[src/rtl/mem_arbiter_if.sv]
// Bundle of the fetch, load/store and memory-port signals shared by the arbiter.
// The slave modport is the arbiter side; the master modport is the CPU/memory side.
interface mem_arbiter_if #(
  parameter int ADDR_W = 32,
  parameter int DATA_W = 32
);
  logic              if_req;
  logic [ADDR_W-1:0] if_addr;
  logic [DATA_W-1:0] if_rdata;
  logic              if_ack;
  logic              ls_req;
  logic              ls_we;
  logic [ADDR_W-1:0] ls_addr;
  logic [DATA_W-1:0] ls_wdata;
  logic [DATA_W-1:0] ls_rdata;
  logic              ls_ack;
  logic              mem_en;
  logic              mem_we;
  logic [ADDR_W-1:0] mem_addr;
  logic [DATA_W-1:0] mem_wdata;
  logic [DATA_W-1:0] mem_rdata;
  logic              stall;

  modport slave (
    input  if_req, if_addr, ls_req, ls_we, ls_addr, ls_wdata, mem_rdata,
    output if_rdata, if_ack, ls_rdata, ls_ack, mem_en, mem_we, mem_addr, mem_wdata, stall
  );

  modport master (
    output if_req, if_addr, ls_req, ls_we, ls_addr, ls_wdata, mem_rdata,
    input  if_rdata, if_ack, ls_rdata, ls_ack, mem_en, mem_we, mem_addr, mem_wdata, stall
  );
endinterface

[src/rtl/mem_arbiter.sv]
// Shares one memory port between instruction fetch and load/store (IDLE -> ACCESS -> ACK).
// Define MEM_ARB_RR_EN for round-robin priority; default is fixed load/store-first priority.
module mem_arbiter #(
  parameter int ADDR_W  = 32,
  parameter int DATA_W  = 32,
  parameter int MEM_LAT = 2
) (
  input  logic           clk,
  input  logic           reset,
  mem_arbiter_if.slave   bus
);

  typedef enum logic [1:0] {
    S_IDLE   = 2'd0,
    S_ACCESS = 2'd1,
    S_ACK    = 2'd2
  } state_t;

  localparam logic [3:0] LAT_M1 = 4'(MEM_LAT - 1);

  state_t            r_state;
  state_t            w_next;
  logic [3:0]        r_cnt;
  logic              r_gnt_ls;
  logic              r_we;
  logic [ADDR_W-1:0] r_addr;
  logic [DATA_W-1:0] r_wdata;
  logic [DATA_W-1:0] r_if_rdata;
  logic [DATA_W-1:0] r_ls_rdata;
  logic              w_any;
  logic              w_pick_ls;
  logic              w_grant;
  logic              w_last_beat;
  logic              w_mem_en;
  logic              w_mem_we;
  logic [ADDR_W-1:0] w_mem_addr;
  logic [DATA_W-1:0] w_mem_wdata;
  logic              w_if_ack;
  logic              w_ls_ack;

  assign w_any       = bus.if_req | bus.ls_req;
  assign w_grant     = (r_state == S_IDLE) && w_any;
  assign w_last_beat = (r_state == S_ACCESS) && (r_cnt == 4'd0);

`ifdef MEM_ARB_RR_EN
  logic r_last_ls;

  // Remembers which requester won most recently so a tie goes to the other one.
  always_ff @(posedge clk or posedge reset) begin
    if (reset) begin
      r_last_ls <= 1'b0;
    end else if (w_grant) begin
      r_last_ls <= w_pick_ls;
    end else begin
      r_last_ls <= r_last_ls;
    end
  end

  assign w_pick_ls = bus.ls_req & (~bus.if_req | ~r_last_ls);
`else
  // The load/store belongs to the older instruction, so it always wins a tie.
  assign w_pick_ls = bus.ls_req;
`endif

  always_ff @(posedge clk or posedge reset) begin
    if (reset) begin
      r_state <= S_IDLE;
    end else begin
      r_state <= w_next;
    end
  end

  always_comb begin
    w_next = r_state;
    case (r_state)
      S_IDLE: begin
        if (w_any) begin
          w_next = S_ACCESS;
        end else begin
          w_next = S_IDLE;
        end
      end
      S_ACCESS: begin
        if (r_cnt == 4'd0) begin
          w_next = S_ACK;
        end else begin
          w_next = S_ACCESS;
        end
      end
      S_ACK:   w_next = S_IDLE;
      default: w_next = S_IDLE;
    endcase
  end

  // Grant capture: the memory-side address/data are frozen for the whole access.
  always_ff @(posedge clk or posedge reset) begin
    if (reset) begin
      r_cnt    <= 4'd0;
      r_gnt_ls <= 1'b0;
      r_we     <= 1'b0;
      r_addr   <= {ADDR_W{1'b0}};
      r_wdata  <= {DATA_W{1'b0}};
    end else if (w_grant) begin
      r_cnt    <= LAT_M1;
      r_gnt_ls <= w_pick_ls;
      r_we     <= w_pick_ls & bus.ls_we;
      r_addr   <= w_pick_ls ? bus.ls_addr : bus.if_addr;
      r_wdata  <= w_pick_ls ? bus.ls_wdata : {DATA_W{1'b0}};
    end else if ((r_state == S_ACCESS) && (r_cnt != 4'd0)) begin
      r_cnt <= r_cnt - 4'd1;
    end else begin
      r_cnt <= r_cnt;
    end
  end

  always_ff @(posedge clk or posedge reset) begin
    if (reset) begin
      r_if_rdata <= {DATA_W{1'b0}};
      r_ls_rdata <= {DATA_W{1'b0}};
    end else if (w_last_beat && !r_we) begin
      if (r_gnt_ls) begin
        r_ls_rdata <= bus.mem_rdata;
      end else begin
        r_if_rdata <= bus.mem_rdata;
      end
    end else begin
      r_if_rdata <= r_if_rdata;
      r_ls_rdata <= r_ls_rdata;
    end
  end

  always_comb begin
    w_mem_en    = 1'b0;
    w_mem_we    = 1'b0;
    w_mem_addr  = {ADDR_W{1'b0}};
    w_mem_wdata = {DATA_W{1'b0}};
    w_if_ack    = 1'b0;
    w_ls_ack    = 1'b0;
    case (r_state)
      S_ACCESS: begin
        w_mem_en    = 1'b1;
        w_mem_we    = r_we;
        w_mem_addr  = r_addr;
        w_mem_wdata = r_wdata;
      end
      S_ACK: begin
        if (r_gnt_ls) begin
          w_ls_ack = 1'b1;
        end else begin
          w_if_ack = 1'b1;
        end
      end
      default: begin
        w_mem_en = 1'b0;
      end
    endcase
  end

  assign bus.mem_en    = w_mem_en;
  assign bus.mem_we    = w_mem_we;
  assign bus.mem_addr  = w_mem_addr;
  assign bus.mem_wdata = w_mem_wdata;
  assign bus.if_ack    = w_if_ack;
  assign bus.ls_ack    = w_ls_ack;
  assign bus.if_rdata  = r_if_rdata;
  assign bus.ls_rdata  = r_ls_rdata;
  assign bus.stall     = (bus.if_req & ~w_if_ack) | (bus.ls_req & ~w_ls_ack);

endmodule

[src/flat_wrapper.sv]
// flat-port wrapper written by rule: the top's interface ports become plain ports
module mem_arbiter_flat 
#(
  parameter int ADDR_W  = 32,
  parameter int DATA_W  = 32,
  parameter int MEM_LAT = 2
)
  (clk, reset, bus_if_req, bus_if_addr, bus_ls_req, bus_ls_we, bus_ls_addr, bus_ls_wdata, bus_mem_rdata, bus_if_rdata, bus_if_ack, bus_ls_rdata, bus_ls_ack, bus_mem_en, bus_mem_we, bus_mem_addr, bus_mem_wdata, bus_stall);
  mem_arbiter_if #(.ADDR_W(ADDR_W), .DATA_W(DATA_W)) bus_i ();
  input  logic clk;
  input  logic reset;
  input wire logic [$bits(bus_i.if_req)-1:0] bus_if_req;
  input wire logic [$bits(bus_i.if_addr)-1:0] bus_if_addr;
  input wire logic [$bits(bus_i.ls_req)-1:0] bus_ls_req;
  input wire logic [$bits(bus_i.ls_we)-1:0] bus_ls_we;
  input wire logic [$bits(bus_i.ls_addr)-1:0] bus_ls_addr;
  input wire logic [$bits(bus_i.ls_wdata)-1:0] bus_ls_wdata;
  input wire logic [$bits(bus_i.mem_rdata)-1:0] bus_mem_rdata;
  output wire logic [$bits(bus_i.if_rdata)-1:0] bus_if_rdata;
  output wire logic [$bits(bus_i.if_ack)-1:0] bus_if_ack;
  output wire logic [$bits(bus_i.ls_rdata)-1:0] bus_ls_rdata;
  output wire logic [$bits(bus_i.ls_ack)-1:0] bus_ls_ack;
  output wire logic [$bits(bus_i.mem_en)-1:0] bus_mem_en;
  output wire logic [$bits(bus_i.mem_we)-1:0] bus_mem_we;
  output wire logic [$bits(bus_i.mem_addr)-1:0] bus_mem_addr;
  output wire logic [$bits(bus_i.mem_wdata)-1:0] bus_mem_wdata;
  output wire logic [$bits(bus_i.stall)-1:0] bus_stall;
  assign bus_i.if_req = bus_if_req;
  assign bus_i.if_addr = bus_if_addr;
  assign bus_i.ls_req = bus_ls_req;
  assign bus_i.ls_we = bus_ls_we;
  assign bus_i.ls_addr = bus_ls_addr;
  assign bus_i.ls_wdata = bus_ls_wdata;
  assign bus_i.mem_rdata = bus_mem_rdata;
  assign bus_if_rdata = bus_i.if_rdata;
  assign bus_if_ack = bus_i.if_ack;
  assign bus_ls_rdata = bus_i.ls_rdata;
  assign bus_ls_ack = bus_i.ls_ack;
  assign bus_mem_en = bus_i.mem_en;
  assign bus_mem_we = bus_i.mem_we;
  assign bus_mem_addr = bus_i.mem_addr;
  assign bus_mem_wdata = bus_i.mem_wdata;
  assign bus_stall = bus_i.stall;
  mem_arbiter #(.ADDR_W(ADDR_W), .DATA_W(DATA_W), .MEM_LAT(MEM_LAT)) u_core (.clk(clk), .reset(reset), .bus(bus_i));
endmodule
[config.mk]
export PLATFORM = sky130hd
export DESIGN_NAME = mem_arbiter_flat
export DESIGN_NICKNAME = d
export VERILOG_FILES = /design/src/rtl/mem_arbiter_if.sv /design/src/rtl/mem_arbiter.sv /design/src/flat_wrapper.sv
export SDC_FILE = /design/constraint.sdc
export NUM_CORES = 1
export LEC_CHECK = 0
export BUFFER_PORTS_ARGS = -buffer_cell sky130_fd_sc_hd__buf_2
export CAP_MARGIN = 20
export CORE_MARGIN = 2
export CORE_UTILIZATION = 30
export DETAILED_ROUTE_END_ITERATION = 8
export PLACE_DENSITY_LB_ADDON = 0.15
export SLEW_MARGIN = 25
export SYNTH_ARGS = -nofsm -noshare
export SYNTH_HDL_FRONTEND = slang
export SYNTH_SLANG_ARGS = --single-unit
[constraint.sdc]
create_clock -name clk -period 11 [get_ports clk]
set_clock_uncertainty 0.15 [all_clocks]
set_input_delay 0.55 -clock clk [delete_from_list [all_inputs] [get_ports clk]]
set_output_delay 0.55 -clock clk [all_outputs]
set_load 0.005 [all_outputs]
After elaboration in Yosys (flattened, before gate mapping)
Index checks and enable logic that the tools add are counted.
{"block": "op_classes", "addsub": 1, "eq_ne": 2, "mux": 15, "bitwise": 8, "reduce_logical": 11}
{"op": "$mux 32", "n": 4}
{"op": "$mux 4", "n": 2}
{"op": "$mux 1", "n": 7}
{"op": "$logic_and 1x1->1", "n": 4}
{"op": "$logic_not 4->1", "n": 1}
{"op": "$pmux 2 s2", "n": 1}
{"op": "$reduce_and 2->1", "n": 2}
{"op": "$reduce_bool 4->1", "n": 1}
{"op": "$sub 4x1->4 const B", "n": 1}
{"op": "$and 1x1->1", "n": 3}
{"op": "$not 1->1", "n": 3}
{"op": "$eq 2x1->1 const B", "n": 1}
{"op": "$eq 2x2->1 const B", "n": 1}
{"op": "$logic_not 2->1", "n": 1}
{"op": "$mux 2", "n": 1}
{"op": "$or 1x1->1", "n": 2}
{"op": "$reduce_bool 2->1", "n": 1}
{"op": "$logic_not 1->1", "n": 1}
{"block": "totals", "reg_bits": 136, "input_bits": 133, "wordCells": 45}

Logic depth before layout (Yosys ltp)
Gate-level depths: netlist of the first run.
{"block": "logic_depth", "depth_word": 5, "ltp_mapped": 7, "ltp_nobuf": 5}

Worst setup path after synthesis of the first run
Ideal clock, no wire load.
{"block": "synth_path", "path_kind": "register -> register", "from": "register u_core.r_cnt[0]", "to": "register u_core.r_if_rdata[0] (netlist: u_core.bus.if_rdata[0])", "setup_time_ns": 0.125, "t_arrival_ns": 2.071, "required_time_ns": 10.725, "path_slack_ns": 8.654, "stages_incl_launch_ff": 8, "path_buffers": 2, "period_less_slack_ns": 2.346, "cell_sequence": "dfrtp_1 inv_1 ha_1 or3b_4 or4_4 buf_6 buf_12 mux2_4"}
{"block": "synth_between", "elab_chain_cells": 4}
{"element": "from (decl)", "line_no": "mem_arbiter.sv:23", "source": "logic [3:0] r_cnt;"}
{"element": "from (signal assigned)", "line_no": "mem_arbiter.sv:110", "source": "r_cnt <= r_cnt - 4'd1;"}
{"element": "from (signal assigned)", "line_no": "mem_arbiter.sv:112", "source": "r_cnt <= r_cnt;"}
{"element": "$logic_not 4->1", "line_no": "mem_arbiter.sv:43", "source": "assign w_last_beat = (r_state == S_ACCESS) && (r_cnt == 4'd0);"}
{"element": "$logic_and 1x1->1", "line_no": "mem_arbiter.sv:43"}
{"element": "$logic_and 1x1->1", "line_no": "mem_arbiter.sv:120", "source": "end else if (w_last_beat && !r_we) begin"}
{"element": "$reduce_and 2->1 (no source line)"}
{"element": "to (signal assigned)", "line_no": "mem_arbiter.sv:118", "source": "r_if_rdata <= {DATA_W{1'b0}};"}
{"element": "to (signal assigned)", "line_no": "mem_arbiter.sv:124", "source": "r_if_rdata <= bus.mem_rdata;"}
{"element": "to (signal assigned)", "line_no": "mem_arbiter.sv:127", "source": "r_if_rdata <= r_if_rdata;"}
{"element": "to (decl)", "line_no": "mem_arbiter.sv:28", "source": "logic [DATA_W-1:0] r_if_rdata;"}
No other way between the ends.
A chain may end at the register's enable or synchronous reset.

Final worst setup path of the first run
{"block": "layout_path", "from": "register u_core.r_state[1]", "to": "output port bus_mem_wdata[27]"}
{"block": "layout_between", "elab_chain_cells": 2}
{"element": "from (decl)", "line_no": "mem_arbiter.sv:21", "source": "state_t r_state;"}
{"element": "from (signal assigned)", "line_no": "mem_arbiter.sv:69", "source": "r_state <= w_next;"}
{"element": "$eq 2x1->1", "line_no": "mem_arbiter.sv:139", "source": "case (r_state)"}
{"element": "$mux 32", "line_no": "mem_arbiter.sv:139"}
{"element": "to (decl)", "line_no": "flat_wrapper.sv:26", "source": "output wire logic [$bits(bus_i.mem_wdata)-1:0] bus_mem_wdata;"}
No other way between the ends.

==> PnR_summary.wiki, run 1 <==
{| class="wikitable"
! Metric !! Value
|-
| Result of the run || finished clean
|-
| Avg Cell Area, Syn || 14.2 um2
|-
| Count of nets after finishing || 823
|-
| Routed wirelength normalized by instance count || 15.6 um
|-
| Flop and latch count out of synthesis || 136
|-
| Area growth from synthesis to layout || 36.7%
|-
| GRT Resource Usage Total || 14.4%
|-
| Buffer cell driving the clock tree root || sky130_fd_sc_hd__clkbuf_16
|-
| Worst max-slew margin expressed relative to the limit || 49.9%
|-
| Sequential share of the synthesized area || 56.4%
|-
| Power after layout || 0.00241 W
|-
| Final Routed Wirelength || 15100 um
|-
| Endpoints failing setup || 0
|-
| Buffer depth of the longest clock path || 2
|-
| Post-DP HPWL || 10700 um
|-
| Routed vias/inst || 4.54
|-
| Count of final hold-check violations || 0
|-
| Area of the placeable core || 19600 um2
|-
| Setup repair after global routing missed its margin || no
|-
| First-pass GRT wire length || 24500 um
|-
| Total number of vias || 4391
|-
| CP max FO || 47
|-
| Top-level port count || 266
|-
| Setup slack after placement || 8.19 ns
|-
| Port buffer count || 265
|-
| Top achievable clock speed || 0.326 GHz
|-
| Length of the first detailed-routing pass in iterations || 4
|-
| Portion of the clock cycle consumed by the worst path in the final layout || 27.9%
|-
| Initial standard-cell utilization of the core || 30.8%
|-
| Leading post-synthesis cells by instance count || 136 x sky130_fd_sc_hd__dfrtp_1, 98 x sky130_fd_sc_hd__mux2_2, 64 x sky130_fd_sc_hd__and2_1
|-
| Arrival time worst endpoint || 2.37 ns
|-
| Post-Syn Area || 6030 um2
|-
| Number of enable-type register cells in the synthesized netlist || 0
|-
| Leak || 4.16 nW
|-
| Critical setup path kind || flip-flop to output pin
|-
| Final Slew Violations || 0
|-
| Final WS setup || 7.93 ns
|-
| Sort of element at the end of the critical path || output pin
|-
| CTS clk-pin slew, worst paths || 0.06 ns
|-
| DRC violation count after routing || 0
|-
| Number of maximum-capacitance constraint violations || 0
|-
| Number of clock buffers inserted by TritonCTS || 17
|-
| Ys async rst share || 100%
|-
| Number of nets with antenna violations after detailed routing || 0
|-
| Largest net degree at the start of global routing || 78
|-
| Clock insertion delay at the later pin of the skew report || 0.41 ns
|-
| Total negative setup slack || 0 ns
|-
| Gate Count Post-Synth || 426
|-
| Clock tree from TritonCTS || yes
|-
| Routability congestion estimate || 0.732
|-
| Count of unique library cells instantiated by Yosys || 29
|-
| Initial antenna violation count || 2
|-
| Width of the chip || 146 um
|-
| Number of global-route vias before repair || 4665
|-
| Prevailing post-synth register cell || sky130_fd_sc_hd__dfrtp_1
|-
| Cell accounting for the most synthesized area || sky130_fd_sc_hd__dfrtp_1
|-
| Vertical extent of the die || 146 um
|-
| Actual transition at the worst max-transition pin || 0.751 ns
|-
| Req. time, crit path || 10.30 ns
|-
| Grt total ovfl || 0
|-
| Area of the die || 21300 um2
|-
| Site Rows || 51
|-
| Synth warn || 0
|-
| Number of buffers inserted for hold repair after clock tree synthesis || 0
|-
| Total power divided by cell area || 293 nW/um2
|-
| Count of routing violations after the opening detailed-route iteration || 110
|-
| Fraction of layout instances using a drive strength above 1 || 62.6%
|-
| Post-synthesis net count || 560
|-
| Category of the worst setup path launch point || flip-flop
|-
| Min Clock Period, post-route || 3.07 ns
|-
| Clock Sinks || 136
|-
| Area fraction of the dominant cell type after synthesis || 56.4%
|-
| Most frequent cell after synthesis || sky130_fd_sc_hd__dfrtp_1
|-
| H-tree depth || 4
|-
| Kind of path behind the tightest hold check || input pin to async pin
|-
| Leading post-synthesis cells by cell area || sky130_fd_sc_hd__dfrtp_1 56%, sky130_fd_sc_hd__mux2_2 18%, sky130_fd_sc_hd__mux2_4 7.5%
|-
| Post_cts resized || 0
|-
| Maximum ir drop on the vdd rail || 0.000112 V
|-
| Buffer count from post-CTS setup fixing || 0
|}
path summary, 6_finish.rpt:
kind / start / slack (ns) / to / depth (start not counted)
min reg2reg: u_core.r_addr[8] / 0.34 / u_core.r_addr[8] / 1
min in group clk: bus_ls_wdata[29] / 0.20 / u_core.r_wdata[29] / 2
max: u_core.r_state[1] / 7.93 / bus_mem_wdata[27] / 5
max reg2reg: u_core.r_state[1] / 8.25 / u_core.bus.ls_rdata[20] / 6
min: reset / 0.04 / u_core.bus.if_rdata[8] / 2
max in group asynchronous: reset / 9.52 / u_core.r_cnt[2] / 3
cell usage in the layout, fill, tap and decap left out, types with 2 or more instances in the layout:
master                       Yosys  layout
sky130_fd_sc_hd__mux2_2         98      98
sky130_fd_sc_hd__nand2_1         2       2
sky130_fd_sc_hd__a21oi_1         3       3
sky130_fd_sc_hd__inv_6           0       5
sky130_fd_sc_hd__nor2_1          3       3
sky130_fd_sc_hd__and2_1         64      64
sky130_fd_sc_hd__inv_8           0       3
sky130_fd_sc_hd__diode_2         0       2
sky130_fd_sc_hd__clkinvlp_4      0       3
sky130_fd_sc_hd__nor3b_1         2       2
sky130_fd_sc_hd__bufinv_16       0       3
sky130_fd_sc_hd__nor3_1          3       2
sky130_fd_sc_hd__buf_4           0       4
sky130_fd_sc_hd__clkbuf_16       0      17
sky130_fd_sc_hd__dfrtp_1       136     136
sky130_fd_sc_hd__o21ai_0         3       3
sky130_fd_sc_hd__inv_1           8       7
sky130_fd_sc_hd__a22o_1         33      33
sky130_fd_sc_hd__buf_2           0     265
sky130_fd_sc_hd__mux2_4         30      30
cell families (layout without fill, tap and decap cells):
kind of cell | Yosys count | count (layout) | share of synthesized area [%]
other | 0 | 2 | 0
multiplexers | 128 | 128 | 25.8
adder cells (fa/ha/maj) | 1 | 1 | 0.207
buffers and inverters | 35 | 310 | 3.11
AO/OA/AOI/OAI | 44 | 44 | 5.87
AND/OR/NAND/NOR | 82 | 82 | 8.63
flip-flops | 136 | 136 | 56.4
power by group:
part	switching, W	total [W]	internal (W)
sequential	0.000122	0.000868	0.000746
clock	0.000230	0.000594	0.000363
combinational	0.000403	0.000952	0.000549
worst max-delay path, cell delays in order, from the launching register on:
cell and delay (ns):
sky130_fd_sc_hd__dfrtp_1 0.43, sky130_fd_sc_hd__nand2b_1 0.28, sky130_fd_sc_hd__inv_1 0.43, sky130_fd_sc_hd__buf_4 0.48, sky130_fd_sc_hd__and2_1 0.20, sky130_fd_sc_hd__buf_2 0.13
routing by layer:
| metal | routed length [um] | global-route usage [%] | vias to the layer above |
|---|---|---|---|
| li1 | - | - | 2038 |
| met1 | 6290 | 17.0 | 2171 |
| met2 | 7520 | 24.5 | 161 |
| met3 | 990 | 4.83 | 21 |
| met4 | 316 | 5.29 | 0 |
| met5 | 0 | 0 | - |
registers in the layout, indices dropped and copies added, names as in the netlist:
name                 flops
u_core.r_we              1
u_core.r_state           2
u_core.r_gnt_ls          1
u_core.r_addr           32
u_core.bus.if_rdata     32
u_core.r_wdata          32
u_core.bus.ls_rdata     32
u_core.r_cnt             4
area by class of cell:
class                      count  area [um2]
sequential                   136        3400
timing repair buffer         271        1400
inverter                       8        35.0
fill                        1904       11300
clock inverter                14         190
multi-input combinational    255        2460
clock buffer                  17         425
antenna                        2        5.00
tap                          265         332
per-stage QoR:
stage                     hold slack (ns)  util (%)  std cells  area, um2
after floorplan                     0.315         -        426       6030
after global placement              0.330      38.8        934       7590
after detailed placement            0.333      38.9        935       7620
after CTS                          0.0534      42.1        966       8240
after global routing               0.0647      42.1        968       8250
final                              0.0380      42.1        968       8250
Note: power is estimated with default switching activity, not from simulation.
==> run 2: changes to the inputs <==
- clock period: 11 -> 2.5 ns (I/O delays scaled with it)
==> run 2 against run 1 <==
  * Final cell count rose by 14%
  * Utilization increased by 6.8 points
  * Count of clock-buffer cells in the layout is 1 higher
  * Die area unchanged
  * Clock power rose to 4.3 times the previous value
  * Wire length increased by 7.5%
  * Sequential power increased to 4.4 times the previous value
  * Combinational power increased to 4.6 times the previous value
  * Highest routed layer unchanged
==> PnR_summary.wiki, run 2 (synthesized netlist as in run 1, its figures left out) <==
{| class="wikitable"
! Metric !! Value
|-
| GRT Resource Usage Total || 15.5%
|-
| Top achievable clock speed || 0.412 GHz
|-
| Grt total ovfl || 0
|-
| Worst max-slew margin expressed relative to the limit || 47.7%
|-
| Final WS setup || 0.0749 ns
|-
| Clock tree from TritonCTS || yes
|-
| Result of the run || finished clean
|-
| Top-level port count || 266
|-
| Length of the first detailed-routing pass in iterations || 4
|-
| Vertical extent of the die || 146 um
|-
| DRC violation count after routing || 0
|-
| Req. time, crit path || 2.64 ns
|-
| Area of the placeable core || 19600 um2
|-
| Kind of path behind the tightest hold check || input pin to flip-flop
|-
| Buffer depth of the longest clock path || 2
|-
| Actual transition at the worst max-transition pin || 0.785 ns
|-
| Number of global-route vias before repair || 5224
|-
| Category of the worst setup path launch point || flip-flop
|-
| Routed wirelength normalized by instance count || 14.8 um
|-
| Area of the die || 21300 um2
|-
| Routability congestion estimate || 0.708
|-
| Commonest cells after routing, fill and taps aside || 265 x sky130_fd_sc_hd__buf_2, 136 x sky130_fd_sc_hd__dfrtp_1, 130 x sky130_fd_sc_hd__dlygate4sd3_1, 98 x sky130_fd_sc_hd__mux2_2, 64 x sky130_fd_sc_hd__and2_1
|-
| Number of clock buffers inserted by TritonCTS || 17
|-
| Reg-to-reg slack, setup || 0.07 ns
|-
| Critical setup path kind || flip-flop to flip-flop
|-
| Initial standard-cell utilization of the core || 30.8%
|-
| Leak || 4.71 nW
|-
| Number of nets with antenna violations after detailed routing || 0
|-
| Routed vias/inst || 4.40
|-
| Most common library cell in the layout ignoring fill and taps || sky130_fd_sc_hd__buf_2
|-
| First-pass GRT wire length || 26500 um
|-
| Count of final hold-check violations || 0
|-
| Total number of vias || 4836
|-
| Count of routing violations after the opening detailed-route iteration || 165
|-
| Initial antenna violation count || 0
|-
| Clock insertion delay at the later pin of the skew report || 0.41 ns
|-
| Count of nets after finishing || 956
|-
| H-tree depth || 4
|-
| Post-DP HPWL || 10300 um
|-
| Final Slew Violations || 0
|-
| CTS clk-pin slew, worst paths || 0.06 ns
|-
| Maximum ir drop on the vdd rail || 0.000453 V
|-
| Final Routed Wirelength || 16300 um
|-
| Number of maximum-capacitance constraint violations || 0
|-
| Site Rows || 51
|-
| Port buffer count || 265
|-
| Clock Sinks || 136
|-
| Endpoints failing setup || 0
|-
| Area growth from synthesis to layout || 58.7%
|-
| Sort of element at the end of the critical path || flip-flop
|-
| Min Clock Period, post-route || 2.43 ns
|-
| Width of the chip || 146 um
|-
| Buffer cell driving the clock tree root || sky130_fd_sc_hd__clkbuf_16
|-
| Count of inserted antenna diode cells || 0
|-
| Setup slack after placement || 0.0809 ns
|-
| Total power divided by cell area || 1130 nW/um2
|-
| Arrival time worst endpoint || 2.57 ns
|-
| Fraction of layout instances using a drive strength above 1 || 53.2%
|-
| Largest net degree at the start of global routing || 137
|-
| Portion of the clock cycle consumed by the worst path in the final layout || 97.0%
|-
| CP max FO || 32
|-
| Utilization after layout || 48.9%
|}
==> run 2: cell types whose count changed in the layout (fill, tap and decap cells not counted) <==
cell,previous run,this run
sky130_fd_sc_hd__buf_12,0,3
sky130_fd_sc_hd__inv_8,3,1
sky130_fd_sc_hd__buf_4,4,5
sky130_fd_sc_hd__bufinv_16,3,2
sky130_fd_sc_hd__buf_16,1,0
sky130_fd_sc_hd__clkbuf_8,0,1
sky130_fd_sc_hd__diode_2,2,0
sky130_fd_sc_hd__ha_2,0,1
sky130_fd_sc_hd__ha_1,1,0
sky130_fd_sc_hd__dlygate4sd3_1,0,130
sky130_fd_sc_hd__inv_6,5,6
sky130_fd_sc_hd__clkinvlp_4,3,5
==> run 2: worst max-delay path: stages, from the launching register on <==
cell and delay (ns):
sky130_fd_sc_hd__dfrtp_1 0.39, sky130_fd_sc_hd__inv_1 0.09, sky130_fd_sc_hd__ha_2 0.22, sky130_fd_sc_hd__or3b_4 0.41
sky130_fd_sc_hd__or4_4 0.50, sky130_fd_sc_hd__buf_12 0.22, sky130_fd_sc_hd__mux2_4 0.32
==> run 2: path summary, 6_finish.rpt <==
path,startpoint,to,cells after the start
max reg2reg,u_core.r_cnt[0],u_core.bus.if_rdata[15],6
min,bus_if_req,u_core.r_cnt[2],4
min reg2reg,u_core.r_wdata[25],u_core.r_wdata[25],1
max,u_core.r_cnt[0],u_core.bus.if_rdata[15],6
max in group asynchronous,reset,u_core.r_addr[27],4
min in group asynchronous,reset,u_core.bus.ls_rdata[23],4
==> run 2: what timing repair did <==
item                                   4_1_cts  5_1_grt
gates resized for setup                      0        2
setup endpoints to repair                    0       72
hold buffers                               130        0
buffers inserted                             0        0
endpoints found under the hold margin      265        0
==> run 2: cell type report <==
type                            count  area (um2)
Clock inverter                     14         163
Clock buffer                       18         439
Multi-Input combinational cell    255        2460
Sequential cell                   136        3400
Tap cell                          265         332
Inverter                            8        33.8
Timing Repair Buffer              404        2740
Fill cell                        1761       10000
==> run 2: where the power goes <==
part | leakage [nW] | switching, W | internal, W
Combinational | 2.79 | 0.00180 | 0.00258
Sequential | 1.63 | 0.000557 | 0.00328
Clock | 0.283 | 0.00104 | 0.00152
==> run 2: per-layer routing <==
layer	wire, um	vias to the layer above	part of all wire, %	global-route usage, %
met4	227	0	1.4	5.20
met1	6910	2353	43	18.4
met2	8010	177	49	26.4
met3	1100	18	6.8	5.30
li1	-	2288	-	-
met5	0	-	0	0
==> run 2: through the flow <==
step           std cells  TNS, ns  hold WS [ns]  area [um2]  power, W
5_1_grt             1100  -0.0174        0.0422        9570    0.0116
2_1_floorplan        426        0         0.108        6040   0.00634
6_report            1100        0        0.0352        9570    0.0108
3_5_place_dp         938        0         0.197        7660   0.00814
4_1_cts             1100        0        0.0186        9560    0.0109
3_3_place_gp         938        0         0.195        7660   0.00804
==> run 3: changes to the inputs <==
- CORE_UTILIZATION: 30 -> 43
==> run 3 against run 2 <==
  * Count of clock-buffer cells in the layout up 3
  * Clock power about the same
  * Maximum frequency decreased by 0.78%
  * First-iteration DRC count down 3.0%
  * Critical endpoint is now u_core.bus.if_rdata[28]
  * Register-to-register slack worse by 0.02 ns
  * Sequential power hardly changed
  * Non-clock buffer count is 2 higher
  * Cell area is 0.97% lower
  * Combinational power about the same
==> PnR_summary.wiki, run 3 (synthesized netlist as in run 1, its figures left out) <==
{| class="wikitable"
! Metric !! Value
|-
| Area growth from synthesis to layout || 57.1%
|-
| Most common library cell in the layout ignoring fill and taps || sky130_fd_sc_hd__buf_2
|-
| Critical setup path kind || flip-flop to flip-flop
|-
| GRT Resource Usage Total || 21.7%
|-
| Area of the placeable core || 13800 um2
|-
| Routed vias/inst || 4.87
|-
| Post-DP HPWL || 10000 um
|-
| Routed wirelength normalized by instance count || 15.8 um
|-
| Req. time, crit path || 2.65 ns
|-
| WHS Endpoint || u_core.r_state[0]
|-
| First-pass GRT wire length || 25400 um
|-
| Clock insertion delay at the later pin of the skew report || 0.42 ns
|-
| Area of all placed cells without fillers || 9480 um2
|-
| Number of maximum-capacitance constraint violations || 0
|-
| Buffer depth of the longest clock path || 2
|-
| Post_cts resized || 0
|-
| Vertical extent of the die || 122 um
|-
| Port buffer count || 265
|-
| Length of the first detailed-routing pass in iterations || 4
|-
| Grt total ovfl || 0
|-
| Final Routed Wirelength || 16000 um
|-
| Reg-to-reg slack, setup || 0.06 ns
|-
| Total number of vias || 4951
|-
| Fraction of layout instances using a drive strength above 1 || 52.9%
|-
| Worst max-slew margin expressed relative to the limit || 70.2%
|-
| Total negative setup slack || 0 ns
|-
| Endpoints failing setup || 0
|-
| Buffer count from post-CTS setup fixing || 0
|-
| Count of inserted antenna diode cells || 0
|-
| Cell depth of the worst hold path || 4
|-
| Leak || 4.73 nW
|-
| Reg-to-reg critical path endpoint || u_core.bus.if_rdata[28]
|-
| Site Rows || 43
|-
| Hold Crit Start || bus_if_req
|-
| Top-level port count || 266
|-
| Top achievable clock speed || 0.409 GHz
|-
| Count of final hold-check violations || 0
|-
| Portion of the clock cycle consumed by the worst path in the final layout || 97.8%
|-
| Power share of the sequential group || 35.9%
|-
| CP max FO || 32
|-
| Switch Pwr || 0.00329 W
|-
| Sort of element at the end of the critical path || flip-flop
|-
| Count of routing violations after the opening detailed-route iteration || 160
|-
| Min Clock Period, post-route || 2.44 ns
|-
| Maximum ir drop on the vdd rail || 0.000499 V
|-
| H-tree depth || 4
|-
| Buffer cell driving the clock tree root || sky130_fd_sc_hd__clkbuf_16
|-
| Count of nets after finishing || 958
|-
| Setup repair after global routing missed its margin || no
|-
| Worst reg2reg path startpoint || u_core.r_cnt[0]
|-
| Part of the power in combinational logic || 40.4%
|-
| Result of the run || finished clean
|-
| Standard cell area after detailed placement || 7570 um2
|-
| Largest net degree at the start of global routing || 59
|-
| Number of global-route vias before repair || 5198
|-
| Number of buffers inserted for hold repair after clock tree synthesis || 130
|-
| R2r worst-path depth || 6
|-
| Final Slew Violations || 0
|-
| Internal Dissipation || 0.00747 W
|-
| Total power divided by cell area || 1140 nW/um2
|-
| Commonest cells after routing, fill and taps aside || 265 x sky130_fd_sc_hd__buf_2, 136 x sky130_fd_sc_hd__dfrtp_1, 130 x sky130_fd_sc_hd__dlygate4sd3_1, 98 x sky130_fd_sc_hd__mux2_2, 64 x sky130_fd_sc_hd__and2_1
|-
| Kind of path behind the tightest hold check || input pin to flip-flop
|-
| Category of the worst setup path launch point || flip-flop
|-
| Actual transition at the worst max-transition pin || 0.446 ns
|-
| Initial standard-cell utilization of the core || 43.8%
|-
| Area of the die || 15000 um2
|-
| Number of nets with antenna violations after detailed routing || 0
|-
| Number of clock buffers inserted by TritonCTS || 17
|-
| Clock Sinks || 136
|-
| Net switching share of the total power || 30.6%
|-
| Fill cell total of the finished layout || 993
|-
| Routability congestion estimate || 0.748
|-
| Clock tree from TritonCTS || yes
|-
| CTS clk-pin slew, worst paths || 0.06 ns
|-
| Clk network pwr share || 23.7%
|-
| DRC violation count after routing || 0
|-
| Arrival time worst endpoint || 2.59 ns
|-
| Width of the chip || 122 um
|-
| Initial antenna violation count || 0
|}
-- run 3: per-layer routing --
layer | GRT usage, % | share of wire (%) | vias up
li1 | - | - | 2304
met1 | 25.3 | 40 | 2434
met2 | 37.4 | 52 | 174
met3 | 5.48 | 5.5 | 39
met4 | 10.3 | 3.2 | 0
met5 | 0 | 0 | -
-- run 3: per-stage QoR --
step / setup slack [ns] / total power [W] / cells / hold slack (ns) / util [%]
after CTS: 0.0753 / 0.0109 / 1017 / 0.0769 / 68.8
after global routing: 0.000124 / 0.0115 / 1017 / 0.129 / 68.8
after detailed placement: 0.0906 / 0.00806 / 855 / -0.00367 / 55.0
after global placement: 0.151 / 0.00793 / 855 / -0.00669 / 55.0
after floorplan: 0.154 / 0.00634 / 426 / 0.108 / -
final: 0.0558 / 0.0108 / 1017 / 0.0858 / 68.8
-- run 3: cell type report --
class	count	area (um2)	share of cell area, %
tap	180	225	2.38
timing repair buffer	406	2750	29.0
clock inverter	11	146	1.54
clock buffer	21	460	4.86
sequential	136	3400	35.9
multi-input combinational	255	2460	26.0
inverter	8	33.8	0.356
-- run 3: power groups by stage --
stage	logic, W	clock network [W]	registers, W
2_1_floorplan	0.00254	0	0.00380
3_3_place_gp	0.00411	0	0.00382
3_5_place_dp	0.00419	0	0.00388
4_1_cts	0.00438	0.00262	0.00385
5_1_grt	0.00478	0.00270	0.00401
6_report	0.00435	0.00255	0.00386
-- run 3: worst max path at each step --
stage,from,to,depth (start not counted)
4_1_cts,u_core.r_cnt[0],u_core.bus.if_rdata[11],6
6_report,u_core.r_cnt[0],u_core.bus.if_rdata[28],6
3_5_place_dp,u_core.r_cnt[0],u_core.bus.if_rdata[20],6
2_1_floorplan,u_core.r_cnt[0],u_core.bus.if_rdata[0],7
3_3_place_gp,u_core.r_cnt[0],u_core.bus.if_rdata[3],6
5_1_grt,u_core.r_cnt[0],u_core.bus.if_rdata[17],6
-- run 3: worst max-delay path, cell delays in order (launching register included) --
cell	delay, ns
sky130_fd_sc_hd__dfrtp_1	0.39
sky130_fd_sc_hd__inv_1	0.09
sky130_fd_sc_hd__ha_1	0.22
sky130_fd_sc_hd__or3b_4	0.42
sky130_fd_sc_hd__or4_4	0.50
sky130_fd_sc_hd__buf_12	0.21
sky130_fd_sc_hd__mux2_4	0.32
